<file path="src/rtl/mgt_reset_sequencer_if.sv">
// GTX reset controls and status between the
// reset sequencer and the transceiver.
interface mgt_reset_sequencer_if;
  logic cplllock;
  logic txresetdone;
  logic rxresetdone;
  logic cpllreset;
  logic gttxreset;
  logic gtrxreset;
  logic softreset;

  modport master (
    input  cplllock,
    input  txresetdone,
    input  rxresetdone,
    output cpllreset,
    output gttxreset,
    output gtrxreset,
    output softreset
  );

  modport slave (
    output cplllock,
    output txresetdone,
    output rxresetdone,
    input  cpllreset,
    input  gttxreset,
    input  gtrxreset,
    input  softreset
  );
endinterface

</file>
<file path="src/rtl/mgt_reset_sequencer.sv">
// Autonomous CPLL/TX/RX/soft reset sequencing for
// the event-fanout GTX, with timeouts and retries.
module mgt_reset_sequencer #(
  parameter int RESET_PULSE_CYCLES  = 16,
  parameter int LOCK_TIMEOUT_CYCLES = 125000,
  parameter int DONE_TIMEOUT_CYCLES = 125000,
  parameter int MAX_RETRIES         = 3
) (
  input  logic       sysClk,
  input  logic       sysReset_n,
  input  logic       start,
  mgt_reset_sequencer_if.master mgt,
  output logic       mgtReady,
  output logic       busy,
  output logic       fault,
  output logic [3:0] retryCount,
  output logic [7:0] relockCount,
  output logic [2:0] state
);

  localparam int MaxPL =
    (RESET_PULSE_CYCLES > LOCK_TIMEOUT_CYCLES) ?
    RESET_PULSE_CYCLES : LOCK_TIMEOUT_CYCLES;
  localparam int MaxAll =
    (MaxPL > DONE_TIMEOUT_CYCLES) ?
    MaxPL : DONE_TIMEOUT_CYCLES;
  localparam int TW = $clog2(MaxAll + 1);

  typedef enum logic [2:0] {
    IDLE      = 3'd0,
    CPLL_RST  = 3'd1,
    CPLL_WAIT = 3'd2,
    SOFT_RST  = 3'd3,
    DONE_WAIT = 3'd4,
    READY     = 3'd5,
    FAULT     = 3'd6
  } st_t;

  st_t           st;
  st_t           failSt;
  logic [TW-1:0] tmr;
  logic [6:0]    ctl;
  logic [1:0]    lockSync;
  logic [1:0]    txSync;
  logic [1:0]    rxSync;
  logic          lockS;
  logic          doneS;
  logic          retryOk;

  assign lockS   = lockSync[1];
  assign doneS   = txSync[1] & rxSync[1];
  assign retryOk = retryCount < 4'(MAX_RETRIES);
  assign failSt  = retryOk ? CPLL_RST : FAULT;
  assign state   = st;

  // ctl = {cpll, gttx, gtrx, soft, ready, busy, fault}
  assign {mgt.cpllreset, mgt.gttxreset,
          mgt.gtrxreset, mgt.softreset,
          mgtReady, busy, fault} = ctl;

  function automatic logic [6:0] ctlOf(st_t s);
    unique case (s)
      CPLL_RST:  return 7'b1110010;
      CPLL_WAIT: return 7'b0110010;
      SOFT_RST:  return 7'b0001010;
      DONE_WAIT: return 7'b0000010;
      READY:     return 7'b0000100;
      FAULT:     return 7'b1000001;
      default:   return 7'b0000000;
    endcase
  endfunction

  // Timer holds cycles remaining after the current one.
  function automatic logic [TW-1:0] tmrOf(st_t s);
    unique case (s)
      CPLL_RST:  return TW'(RESET_PULSE_CYCLES - 1);
      CPLL_WAIT: return TW'(LOCK_TIMEOUT_CYCLES - 1);
      SOFT_RST:  return TW'(RESET_PULSE_CYCLES - 1);
      DONE_WAIT: return TW'(DONE_TIMEOUT_CYCLES - 1);
      default:   return '0;
    endcase
  endfunction

  always_ff @(posedge sysClk) begin
    if (!sysReset_n) begin
      st          <= IDLE;
      tmr         <= '0;
      ctl         <= '0;
      retryCount  <= '0;
      relockCount <= '0;
      lockSync    <= '0;
      txSync      <= '0;
      rxSync      <= '0;
    end else begin
      lockSync <= {lockSync[0], mgt.cplllock};
      txSync   <= {txSync[0], mgt.txresetdone};
      rxSync   <= {rxSync[0], mgt.rxresetdone};
      unique case (st)
        IDLE, FAULT: begin
          if (start) begin
            st         <= CPLL_RST;
            ctl        <= ctlOf(CPLL_RST);
            tmr        <= tmrOf(CPLL_RST);
            retryCount <= '0;
          end
        end
        CPLL_RST: begin
          if (tmr == '0) begin
            st  <= CPLL_WAIT;
            ctl <= ctlOf(CPLL_WAIT);
            tmr <= tmrOf(CPLL_WAIT);
          end else begin
            tmr <= tmr - TW'(1);
          end
        end
        CPLL_WAIT: begin
          if (lockS) begin
            st  <= SOFT_RST;
            ctl <= ctlOf(SOFT_RST);
            tmr <= tmrOf(SOFT_RST);
          end else if (tmr == '0) begin
            st  <= failSt;
            ctl <= ctlOf(failSt);
            tmr <= tmrOf(failSt);
            if (retryOk) retryCount <= retryCount + 4'd1;
          end else begin
            tmr <= tmr - TW'(1);
          end
        end
        SOFT_RST: begin
          if (tmr == '0) begin
            st  <= DONE_WAIT;
            ctl <= ctlOf(DONE_WAIT);
            tmr <= tmrOf(DONE_WAIT);
          end else begin
            tmr <= tmr - TW'(1);
          end
        end
        DONE_WAIT: begin
          if (doneS) begin
            st  <= READY;
            ctl <= ctlOf(READY);
            tmr <= tmrOf(READY);
          end else if (!lockS || tmr == '0) begin
            st  <= failSt;
            ctl <= ctlOf(failSt);
            tmr <= tmrOf(failSt);
            if (retryOk) retryCount <= retryCount + 4'd1;
          end else begin
            tmr <= tmr - TW'(1);
          end
        end
        READY: begin
          if (!lockS && relockCount != 8'hFF)
            relockCount <= relockCount + 8'd1;
          if (start || !lockS) begin
            st         <= CPLL_RST;
            ctl        <= ctlOf(CPLL_RST);
            tmr        <= tmrOf(CPLL_RST);
            retryCount <= '0;
          end
        end
        default: begin
          st  <= IDLE;
          ctl <= '0;
          tmr <= '0;
        end
      endcase
    end
  end

endmodule
</file>
<file path="src/flat_wrapper.sv">
// flat-port wrapper written by rule: the top's interface ports become plain ports
module mgt_reset_sequencer_flat 
#(
  parameter int RESET_PULSE_CYCLES  = 16,
  parameter int LOCK_TIMEOUT_CYCLES = 125000,
  parameter int DONE_TIMEOUT_CYCLES = 125000,
  parameter int MAX_RETRIES         = 3
)
  (sysClk, sysReset_n, start, mgtReady, busy, fault, retryCount, relockCount, state, mgt_cplllock, mgt_txresetdone, mgt_rxresetdone, mgt_cpllreset, mgt_gttxreset, mgt_gtrxreset, mgt_softreset);
  mgt_reset_sequencer_if mgt_i ();
  input  logic sysClk;
  input  logic sysReset_n;
  input  logic start;
  output logic mgtReady;
  output logic busy;
  output logic fault;
  output logic [3:0] retryCount;
  output logic [7:0] relockCount;
  output logic [2:0] state;
  input wire logic [$bits(mgt_i.cplllock)-1:0] mgt_cplllock;
  input wire logic [$bits(mgt_i.txresetdone)-1:0] mgt_txresetdone;
  input wire logic [$bits(mgt_i.rxresetdone)-1:0] mgt_rxresetdone;
  output wire logic [$bits(mgt_i.cpllreset)-1:0] mgt_cpllreset;
  output wire logic [$bits(mgt_i.gttxreset)-1:0] mgt_gttxreset;
  output wire logic [$bits(mgt_i.gtrxreset)-1:0] mgt_gtrxreset;
  output wire logic [$bits(mgt_i.softreset)-1:0] mgt_softreset;
  assign mgt_i.cplllock = mgt_cplllock;
  assign mgt_i.txresetdone = mgt_txresetdone;
  assign mgt_i.rxresetdone = mgt_rxresetdone;
  assign mgt_cpllreset = mgt_i.cpllreset;
  assign mgt_gttxreset = mgt_i.gttxreset;
  assign mgt_gtrxreset = mgt_i.gtrxreset;
  assign mgt_softreset = mgt_i.softreset;
  mgt_reset_sequencer #(.RESET_PULSE_CYCLES(RESET_PULSE_CYCLES), .LOCK_TIMEOUT_CYCLES(LOCK_TIMEOUT_CYCLES), .DONE_TIMEOUT_CYCLES(DONE_TIMEOUT_CYCLES), .MAX_RETRIES(MAX_RETRIES)) u_core (.sysClk(sysClk), .sysReset_n(sysReset_n), .start(start), .mgt(mgt_i), .mgtReady(mgtReady), .busy(busy), .fault(fault), .retryCount(retryCount), .relockCount(relockCount), .state(state));
endmodule
</file>
<file path="config.mk">
export PLATFORM = sky130hd
export DESIGN_NAME = mgt_reset_sequencer_flat
export DESIGN_NICKNAME = d
export VERILOG_FILES = /design/src/rtl/mgt_reset_sequencer_if.sv /design/src/rtl/mgt_reset_sequencer.sv /design/src/flat_wrapper.sv
export SDC_FILE = /design/constraint.sdc
export NUM_CORES = 1
export LEC_CHECK = 0
export ABC_AREA = 1
export BUFFER_PORTS_ARGS = -buffer_cell sky130_fd_sc_hd__buf_2
export CAP_MARGIN = 20
export CORE_MARGIN = 2
export CORE_UTILIZATION = 48
export CTS_BUF_LIST = sky130_fd_sc_hd__clkbuf_2 sky130_fd_sc_hd__clkbuf_4 sky130_fd_sc_hd__clkbuf_8
export CTS_CLUSTER_DIAMETER = 50
export DETAILED_ROUTE_END_ITERATION = 8
export GPL_TIMING_DRIVEN = 0
export PLACE_DENSITY = 0.68
export SLEW_MARGIN = 0
export SYNTH_ARGS = -nofsm -noshare
export SYNTH_HDL_FRONTEND = slang
export SYNTH_SLANG_ARGS = --single-unit
</file>
<file path="constraint.sdc">
create_clock -name sysClk -period 4.4 [get_ports sysClk]
set_clock_uncertainty 0.2 [all_clocks]
set_input_delay 0.88 -clock sysClk [delete_from_list [all_inputs] [get_ports sysClk]]
set_output_delay 0.88 -clock sysClk [all_outputs]
set_load 0.03 [all_outputs]
</file>
==> metrics.txt, run 1 <==
# TYPE chip_impl_metric gauge
chip_impl_metric{name="drt-total-wl",unit="um"} 5304
chip_impl_metric{name="die_width",unit="um"} 75.64
chip_impl_info{name="crit_slowest_cell",value="dfxtp_1"} 1
chip_impl_metric{name="worstPathArrival",unit="ps"} 1030
chip_impl_metric{name="count_of_hold_buffers_inserted_by_post_cts_repair",unit=""} 0
chip_impl_metric{name="die_height",unit="um"} 75.64
chip_impl_metric{name="synth_fp_nets",unit=""} 379
chip_impl_metric{name="syn_avg_cell_area",unit="um2"} 6.676
chip_impl_metric{name="drt-wirelength-per-cell",unit="um"} 11.19
chip_impl_metric{name="initial_core_util",unit=""} 0.4886
chip_impl_metric{name="max_cap_viol_count",unit=""} 0
chip_impl_metric{name="synth-async-reset-ratio",unit=""} 0
chip_impl_metric{name="leakage_dissipation",unit="nW"} 1.357
chip_impl_metric{name="fin_setup_tns",unit="ps"} 0
chip_impl_metric{name="setup.reg_to_reg.worst_slack",unit="ps"} 2300
chip_impl_metric{name="timing_hold_violations_final",unit=""} 0
chip_impl_metric{name="placeableCoreArea",unit="um2"} 5042
chip_impl_metric{name="synth_warnings",unit=""} 0
chip_impl_metric{name="io_buffer_count",unit=""} 27
chip_impl_metric{name="grt_first_pass_wirelength",unit="um"} 8894
chip_impl_metric{name="cts_resized",unit=""} 0
chip_impl_metric{name="antenna_left",unit=""} 0
chip_impl_info{name="setup_cp_type",value="reg2out"} 1
chip_impl_metric{name="final_cell_count_no_fill",unit=""} 474
chip_impl_metric{name="path_buf_inv",unit=""} 1
chip_impl_metric{name="synth_edf_count",unit=""} 0
chip_impl_metric{name="place.gp.congestion",unit=""} 0.8345
chip_impl_metric{name="grt_remaining_overflow",unit=""} 0
chip_impl_metric{name="seqPwrFrac",unit=""} 0.275
chip_impl_metric{name="drc",unit=""} 0
chip_impl_metric{name="boundaryPins",unit=""} 28
chip_impl_metric{name="first_global_vias",unit=""} 2049
chip_impl_metric{name="area_delta_synth_final",unit="%"} 13.71
chip_impl_metric{name="clock_path_buffers",unit=""} 2
chip_impl_info{name="synthFlopType",value="dfxtp_1"} 1
chip_impl_metric{name="seq_area_frac_synth",unit=""} 0.3575
chip_impl_metric{name="max_slew.worst_pin.slew",unit="ps"} 518.0
chip_impl_metric{name="post-route-min-period",unit="ps"} 2107
chip_impl_metric{name="dr.first_iter.drc_count",unit=""} 134
chip_impl_metric{name="p_per_area",unit="nW/um2"} 736.9
chip_impl_metric{name="timing.critical_path.required",unit="ps"} 3320
chip_impl_metric{name="post_layout_net_count",unit=""} 413
chip_impl_metric{name="cts_sinks",unit=""} 44
chip_impl_metric{name="power.switching",unit="mW"} 0.9961
chip_impl_metric{name="synthesis.area",unit="um2"} 2464
chip_impl_info{name="timing.critical_path.to_type",value="primary output"} 1
chip_impl_metric{name="dp_cells",unit=""} 466
chip_impl_metric{name="combinationalPowerShare",unit=""} 0.568
chip_impl_metric{name="fmax",unit="MHz"} 474.6
chip_impl_metric{name="detail_route.first_pass.iterations",unit=""} 4
chip_impl_metric{name="clk_pin_slew_worst_paths",unit="ps"} 90
chip_impl_info{name="rsz0062_at_grt",value="false"} 1
chip_impl_metric{name="die_area",unit="um2"} 5721
chip_impl_metric{name="clk_latency",unit="ps"} 300
chip_impl_metric{name="clock_power_frac",unit=""} 0.157
chip_impl_metric{name="timing.max_slew.rel_slack",unit=""} 0.6547
chip_impl_metric{name="max_slew_violation_total_from_the_final_report",unit=""} 0
chip_impl_metric{name="htreeDepth",unit=""} 2
chip_impl_metric{name="yosysUniqueCellTypes",unit=""} 36
chip_impl_metric{name="cp_max_fo",unit=""} 8
chip_impl_info{name="tritoncts",value="yes"} 1
chip_impl_metric{name="vias",unit=""} 2334
chip_impl_info{name="run_status",value="finished, final reports clean"} 1
chip_impl_metric{name="layout.core_utilization",unit=""} 0.5556
chip_impl_metric{name="post_synth_inst_count",unit=""} 369
chip_impl_metric{name="std_cell_rows",unit=""} 26
chip_impl_metric{name="layout-drive-gt1-share",unit=""} 0.1782
chip_impl_metric{name="timing.final.crit_share",unit=""} 0.4789
chip_impl_metric{name="postSynthRegisterBits",unit=""} 44
chip_impl_metric{name="finalSetupViolations",unit=""} 0
chip_impl_metric{name="worst_hold_slack",unit="ps"} 225.4
chip_impl_metric{name="n_antenna_cell",unit=""} 0
chip_impl_metric{name="grt_use_total",unit=""} 0.2012
chip_impl_metric{name="grt_max_degree",unit=""} 16
chip_impl_info{name="worst_setup_path_start_kind",value="register"} 1
chip_impl_metric{name="tritoncts.num_buffers",unit=""} 5
chip_impl_info{name="clock_tree.root_cell",value="clkbuf_8"} 1
chip_impl_info{name="timing.critical_path.cells",value="buf_2"} 1
chip_impl_metric{name="peakVddDrop",unit="mV"} 0.2382
chip_impl_metric{name="nFillCells",unit=""} 505
chip_impl_metric{name="cpPeakStageDelay",unit="ps"} 470
chip_impl_metric{name="post-cts-setup-buffers",unit=""} 0
chip_impl_info{name="cp_top_family",value="flip-flops"} 1
chip_impl_metric{name="vias_per_cell",unit=""} 4.924
chip_impl_metric{name="sum_of_internal_switching_and_leakage_power",unit="mW"} 2.064
chip_impl_metric{name="power_report.internal_total",unit="mW"} 1.068
chip_impl_info{name="min-delay-path-class",value="reg2reg"} 1
chip_impl_metric{name="dp.final_hpwl",unit="um"} 4029
chip_impl_metric{name="swShare",unit=""} 0.4825
chip_impl_metric{name="grt_antenna_before_repair",unit=""} 0
[cell usage after synthesis, types with 2 or more instances]
cell / n / area (um2)
nand2_2: 2 / 12.51
xor2_1: 3 / 26.28
o21ai_0: 20 / 100.1
inv_2: 6 / 22.52
dfxtp_1: 44 / 880.8
nor2_1: 31 / 116.4
xnor2_1: 2 / 17.52
nand2_1: 105 / 394.1
inv_1: 38 / 142.6
nand3_2: 3 / 30.03
nand3_1: 33 / 165.2
nand4_1: 3 / 18.77
clkbuf_1: 3 / 11.26
nor2_4: 2 / 22.52
nor3_2: 2 / 20.02
ha_1: 4 / 50.05
buf_4: 3 / 22.52
nor2_2: 7 / 43.79
o21ai_1: 2 / 10.01
nand3b_1: 3 / 22.52
nor3_1: 5 / 25.02
a21oi_1: 32 / 160.2
nand2_4: 3 / 33.78
[cell families (layout without fill, tap and decap cells)]
| group | count (synthesis) | in the layout | share of synthesized area |
|---|---|---|---|
| simple gates | 205 | 205 | 0.3931 |
| compound gates | 57 | 57 | 0.1199 |
| buf+inv | 54 | 89 | 0.09141 |
| flops | 44 | 44 | 0.3575 |
| xor+xnor | 5 | 5 | 0.01778 |
| fa+ha+maj | 4 | 4 | 0.02032 |
[registers in the layout, indices dropped and copies added, names as in the netlist]
signal and flops:
u_core.ctl 6, u_core.lockSync 2, u_core.relockCount 8, u_core.retryCount 4, u_core.rxSync 2, u_core.state 3
u_core.tmr 17, u_core.txSync 2
[per-stage QoR]
step	setup slack, ps	instance area [um2]
floorplan	2481	2464
global route	2063	2801
detailed placement	2278	2686
CTS	2283	2801
finish	2293	2801
global placement	2279	2686
[metal layers]
layer,vias to the layer above,track usage,wire [um]
met2,49,0.3449,2458
met3,4,0.03968,197
li1,1250,-,-
met5,-,0,0
met1,1031,0.2589,2607
met4,0,0.05263,40
[power groups by stage]
| stage | logic, mW | clock network, mW | registers, mW |
|---|---|---|---|
| after floorplan | 0.917 | 0 | 0.605 |
| after global routing | 1.32 | 0.346 | 0.584 |
| after global placement | 1.15 | 0 | 0.575 |
| after detailed placement | 1.17 | 0 | 0.578 |
| after CTS | 1.18 | 0.335 | 0.569 |
| final | 1.17 | 0.324 | 0.568 |
[tightest hold or removal path, stage by stage (launching register included)]
cell and delay (ps):
dfxtp_1 310, nand2_1 50, inv_1 30
[placed cells by master, fill, tap and decap left out, drive strengths merged]
master,n
or2,2
nand4,3
nor4,2
nor3b,1
nand3,36
xnor2,2
clkinvlp,1
clkbuf,8
bufinv,1
o211ai,1
clkinv,1
ha,4
nand2,110
dfxtp,44
buf,32
nor3,7
xor2,3
a21oi,33
nand3b,3
inv,46
nor2,41
o21ai,23
[final cells by class]
| type | count | area (um2) | area share |
|---|---|---|---|
| multi-input combinational | 271 | 1358 | 0.4846 |
| clock buffer | 5 | 68.82 | 0.02456 |
| timing repair buffer | 27 | 135.1 | 0.04824 |
| buffer | 8 | 50.05 | 0.01787 |
| clock inverter | 3 | 46.29 | 0.01653 |
| inverter | 46 | 175.2 | 0.06253 |
| tap | 70 | 87.58 | 0.03126 |
| sequential | 44 | 880.8 | 0.3144 |
[worst paths after layout]
check,startpoint,endpoint,depth (start not counted)
max,u_core.state[2],state[2],1
min,u_core.rxSync[0],u_core.rxSync[1],2
max reg2reg,u_core.retryCount[0],u_core.retryCount[1],11
min reg2reg,u_core.rxSync[0],u_core.rxSync[1],2
Note: power is estimated with default switching activity, not from simulation.
==> inputs of run 2 (changes only) <==
Settings changed: PLACE_DENSITY 0.68 to 0.7.
Clock period 4.4 ns to 1.75 ns, I/O delays scaled along.
==> metrics.txt, run 2 (same netlist as run 1, synthesis figures left out) <==
# TYPE chip_impl_metric gauge
chip_impl_metric{name="fmax",unit="MHz"} 523.9
chip_impl_metric{name="place.gp.congestion",unit=""} 0.8909
chip_impl_metric{name="clock_path_buffers",unit=""} 2
chip_impl_metric{name="layout.area.seq",unit="um2"} 904.6
chip_impl_info{name="tritoncts",value="yes"} 1
chip_impl_info{name="largestRegisters",value="u_core.tmr: 17 flops, u_core.relockCount: 8 flops, u_core.ctl: 6 flops"} 1
chip_impl_metric{name="max_slew.worst_pin.slew",unit="ps"} 601.6
chip_impl_metric{name="io_buffer_count",unit=""} 27
chip_impl_metric{name="grt_use_total",unit=""} 0.2179
chip_impl_info{name="critical_path.startpoint",value="u_core.tmr[0]"} 1
chip_impl_metric{name="cp_max_fo",unit=""} 5
chip_impl_metric{name="grt_antenna_before_repair",unit=""} 0
chip_impl_metric{name="drt-total-wl",unit="um"} 6574
chip_impl_metric{name="dr.first_iter.drc_count",unit=""} 183
chip_impl_info{name="clock_tree.root_cell",value="clkbuf_8"} 1
chip_impl_metric{name="post_layout_net_count",unit=""} 444
chip_impl_info{name="rsz0062_at_grt",value="true"} 1
chip_impl_metric{name="boundaryPins",unit=""} 28
chip_impl_metric{name="htreeDepth",unit=""} 2
chip_impl_metric{name="cpPeakStageDelay",unit="ps"} 360
chip_impl_metric{name="vias",unit=""} 2583
chip_impl_metric{name="std_cell_rows",unit=""} 26
chip_impl_metric{name="placeableCoreArea",unit="um2"} 5042
chip_impl_metric{name="layout-drive-gt1-share",unit=""} 0.3793
chip_impl_metric{name="worstPathArrival",unit="ps"} 1870
chip_impl_info{name="violations",value="setup timing"} 1
chip_impl_info{name="largest_register",value="u_core.tmr"} 1
chip_impl_metric{name="setup.reg_to_reg.worst_slack",unit="ps"} -160
chip_impl_metric{name="timing_hold_violations_final",unit=""} 0
chip_impl_metric{name="final_cell_area",unit="um2"} 3386
chip_impl_metric{name="cts_sinks",unit=""} 44
chip_impl_info{name="layout_commonest_cell",value="nand2_1"} 1
chip_impl_metric{name="drt-wirelength-per-cell",unit="um"} 13.02
chip_impl_metric{name="n_antenna_cell",unit=""} 0
chip_impl_metric{name="tritoncts.num_buffers",unit=""} 5
chip_impl_metric{name="timing.max_slew.rel_slack",unit=""} 0.5989
chip_impl_metric{name="nFillCells",unit=""} 412
chip_impl_metric{name="post-route-min-period",unit="ps"} 1909
chip_impl_metric{name="detail_route.first_pass.iterations",unit=""} 4
chip_impl_metric{name="timing.critical_path.required",unit="ps"} 1710
chip_impl_metric{name="dp_worst_setup_slack",unit="ps"} -226.6
chip_impl_info{name="crit_slowest_cell",value="dfxtp_4"} 1
chip_impl_metric{name="dp.final_hpwl",unit="um"} 3897
chip_impl_info{name="crit_end",value="u_core.ctl[5]"} 1
chip_impl_info{name="regToRegStartpoint",value="u_core.tmr[0]"} 1
chip_impl_metric{name="leakage_dissipation",unit="nW"} 1.566
chip_impl_metric{name="largest_register_ffs",unit=""} 17
chip_impl_info{name="timing.critical_path.cells",value="inv_4 > ha_4 > inv_2 > nor2_1 > nand2_1 > nor2_4 > nand2_4 > o21ai_4 > nand2_4 > nor2_8 > inv_4 > nand2_1 > a21oi_1"} 1
chip_impl_metric{name="antenna_left",unit=""} 0
chip_impl_metric{name="die_height",unit="um"} 75.64
chip_impl_metric{name="grt_max_degree",unit=""} 14
chip_impl_metric{name="crit_path_setup_slack_layout",unit="ps"} -158.6
chip_impl_metric{name="die_area",unit="um2"} 5721
chip_impl_metric{name="first_global_vias",unit=""} 2224
chip_impl_metric{name="max_cap_viol_count",unit=""} 0
chip_impl_metric{name="p_per_area",unit="nW/um2"} 1974
chip_impl_info{name="reg_to_reg_end",value="u_core.ctl[5]"} 1
chip_impl_metric{name="clk_latency",unit="ps"} 300
chip_impl_metric{name="finalSetupViolations",unit=""} 30
chip_impl_metric{name="worst-r2r-cell-count",unit=""} 13
chip_impl_metric{name="worst_hold_slack",unit="ps"} 31.16
chip_impl_metric{name="max_slew_violation_total_from_the_final_report",unit=""} 0
chip_impl_metric{name="vias_per_cell",unit=""} 5.115
chip_impl_info{name="run_status",value="finished, violations left"} 1
chip_impl_metric{name="grt_first_pass_wirelength",unit="um"} 9632
chip_impl_metric{name="peakVddDrop",unit="mV"} 1.005
chip_impl_metric{name="die_width",unit="um"} 75.64
chip_impl_metric{name="grt_remaining_overflow",unit=""} 0
chip_impl_metric{name="clk_pin_slew_worst_paths",unit="ps"} 80
chip_impl_metric{name="post_dp_cell_area",unit="um2"} 2706
chip_impl_info{name="timing.critical_path.to_type",value="register"} 1
chip_impl_metric{name="drc",unit=""} 0
chip_impl_info{name="mostFrequentLayoutCells",value="nand2_1, inv_1, dfxtp_1"} 1
chip_impl_metric{name="initial_core_util",unit=""} 0.4886
chip_impl_info{name="worst_setup_path_start_kind",value="register"} 1
chip_impl_metric{name="multi_input_logic_area",unit="um2"} 1650
chip_impl_metric{name="area_delta_synth_final",unit="%"} 37.43
chip_impl_info{name="setup_cp_type",value="reg2reg"} 1
chip_impl_metric{name="timing.final.crit_share",unit=""} 1.091
chip_impl_info{name="min-delay-path-class",value="in2reg"} 1
-- run 2: changes by cell type in the layout (fill, tap and decap cells not counted), moves of 6 or more --
cell,change
nand2_2,+13
buf_4,+18
nor2_1,-10
o21ai_1,+6
nand3_1,-6
o21ai_0,-10
nor2_2,+7
buf_6,+7
dfxtp_2,+7
nand2_1,-18
dfxtp_1,-11
-- run 2: worst min path at each step --
stage                                  start            endpoint  slack, ps  cells after the start
final                           mgt_cplllock  u_core.lockSync[0]         30                      3
after global routing         mgt_rxresetdone    u_core.rxSync[0]         50                      3
after CTS                       mgt_cplllock  u_core.lockSync[0]         30                      3
after detailed placement    u_core.txSync[0]    u_core.txSync[1]        200                      2
after global placement      u_core.txSync[0]    u_core.txSync[1]        190                      2
after floorplan           u_core.lockSync[0]  u_core.lockSync[1]        190                      2
-- run 2: timing repair --
action,CTS,global route
endpoints found under the setup margin,30,35
cloned,3,0
hold buffers,0,0
pin swaps,8,27
buffers inserted,13,17
resized for setup,41,58
-- run 2: where the power goes --
part           internal (mW)  switching (mW)
logic                   1.86            2.65
clock network          0.337           0.355
registers               1.24           0.237
total                   3.44            3.24
-- run 2: cell type report --
class	count	share of cell area
Multi-Input combinational cell	272	0.4874
Inverter	46	0.05322
Sequential cell	44	0.2672
Timing Repair inverter	1	0.001848
Timing Repair Buffer	56	0.1168
Clock buffer	7	0.02661
Clock inverter	1	0.002217
Buffer	8	0.01885
Tap cell	70	0.02587
-- run 2: worst max-delay path, delay by kind of cell, from the launching register on --
family / cells / cell delay (ps)
AND/OR/NAND/NOR: 7 / 750
flip-flops: 1 / 360
buffers and inverters: 3 / 170
AO/OA/AOI/OAI: 2 / 140
adder cells (fa/ha/maj): 1 / 130
-- run 2: layer usage --
metal / vias to the layer above / global-route usage / wire length [um]
met5: - / 0 / 0
met4: 0 / 0.06823 / 141
met3: 16 / 0.04762 / 251
met2: 55 / 0.3643 / 3390
met1: 1199 / 0.2813 / 2790
li1: 1313 / - / -
-- run 2: per-stage QoR --
step / utilization / power, mW / setup TNS [ps] / cells
after floorplan: - / 3.848 / -7.541 / 369
after global placement: 0.5367 / 4.356 / -4162 / 466
after detailed placement: 0.5367 / 4.416 / -5119 / 466
after CTS: 0.6082 / 5.902 / -2968 / 490
after global routing: 0.6715 / 7.199 / -6522 / 505
final: 0.6715 / 6.682 / -3512 / 505
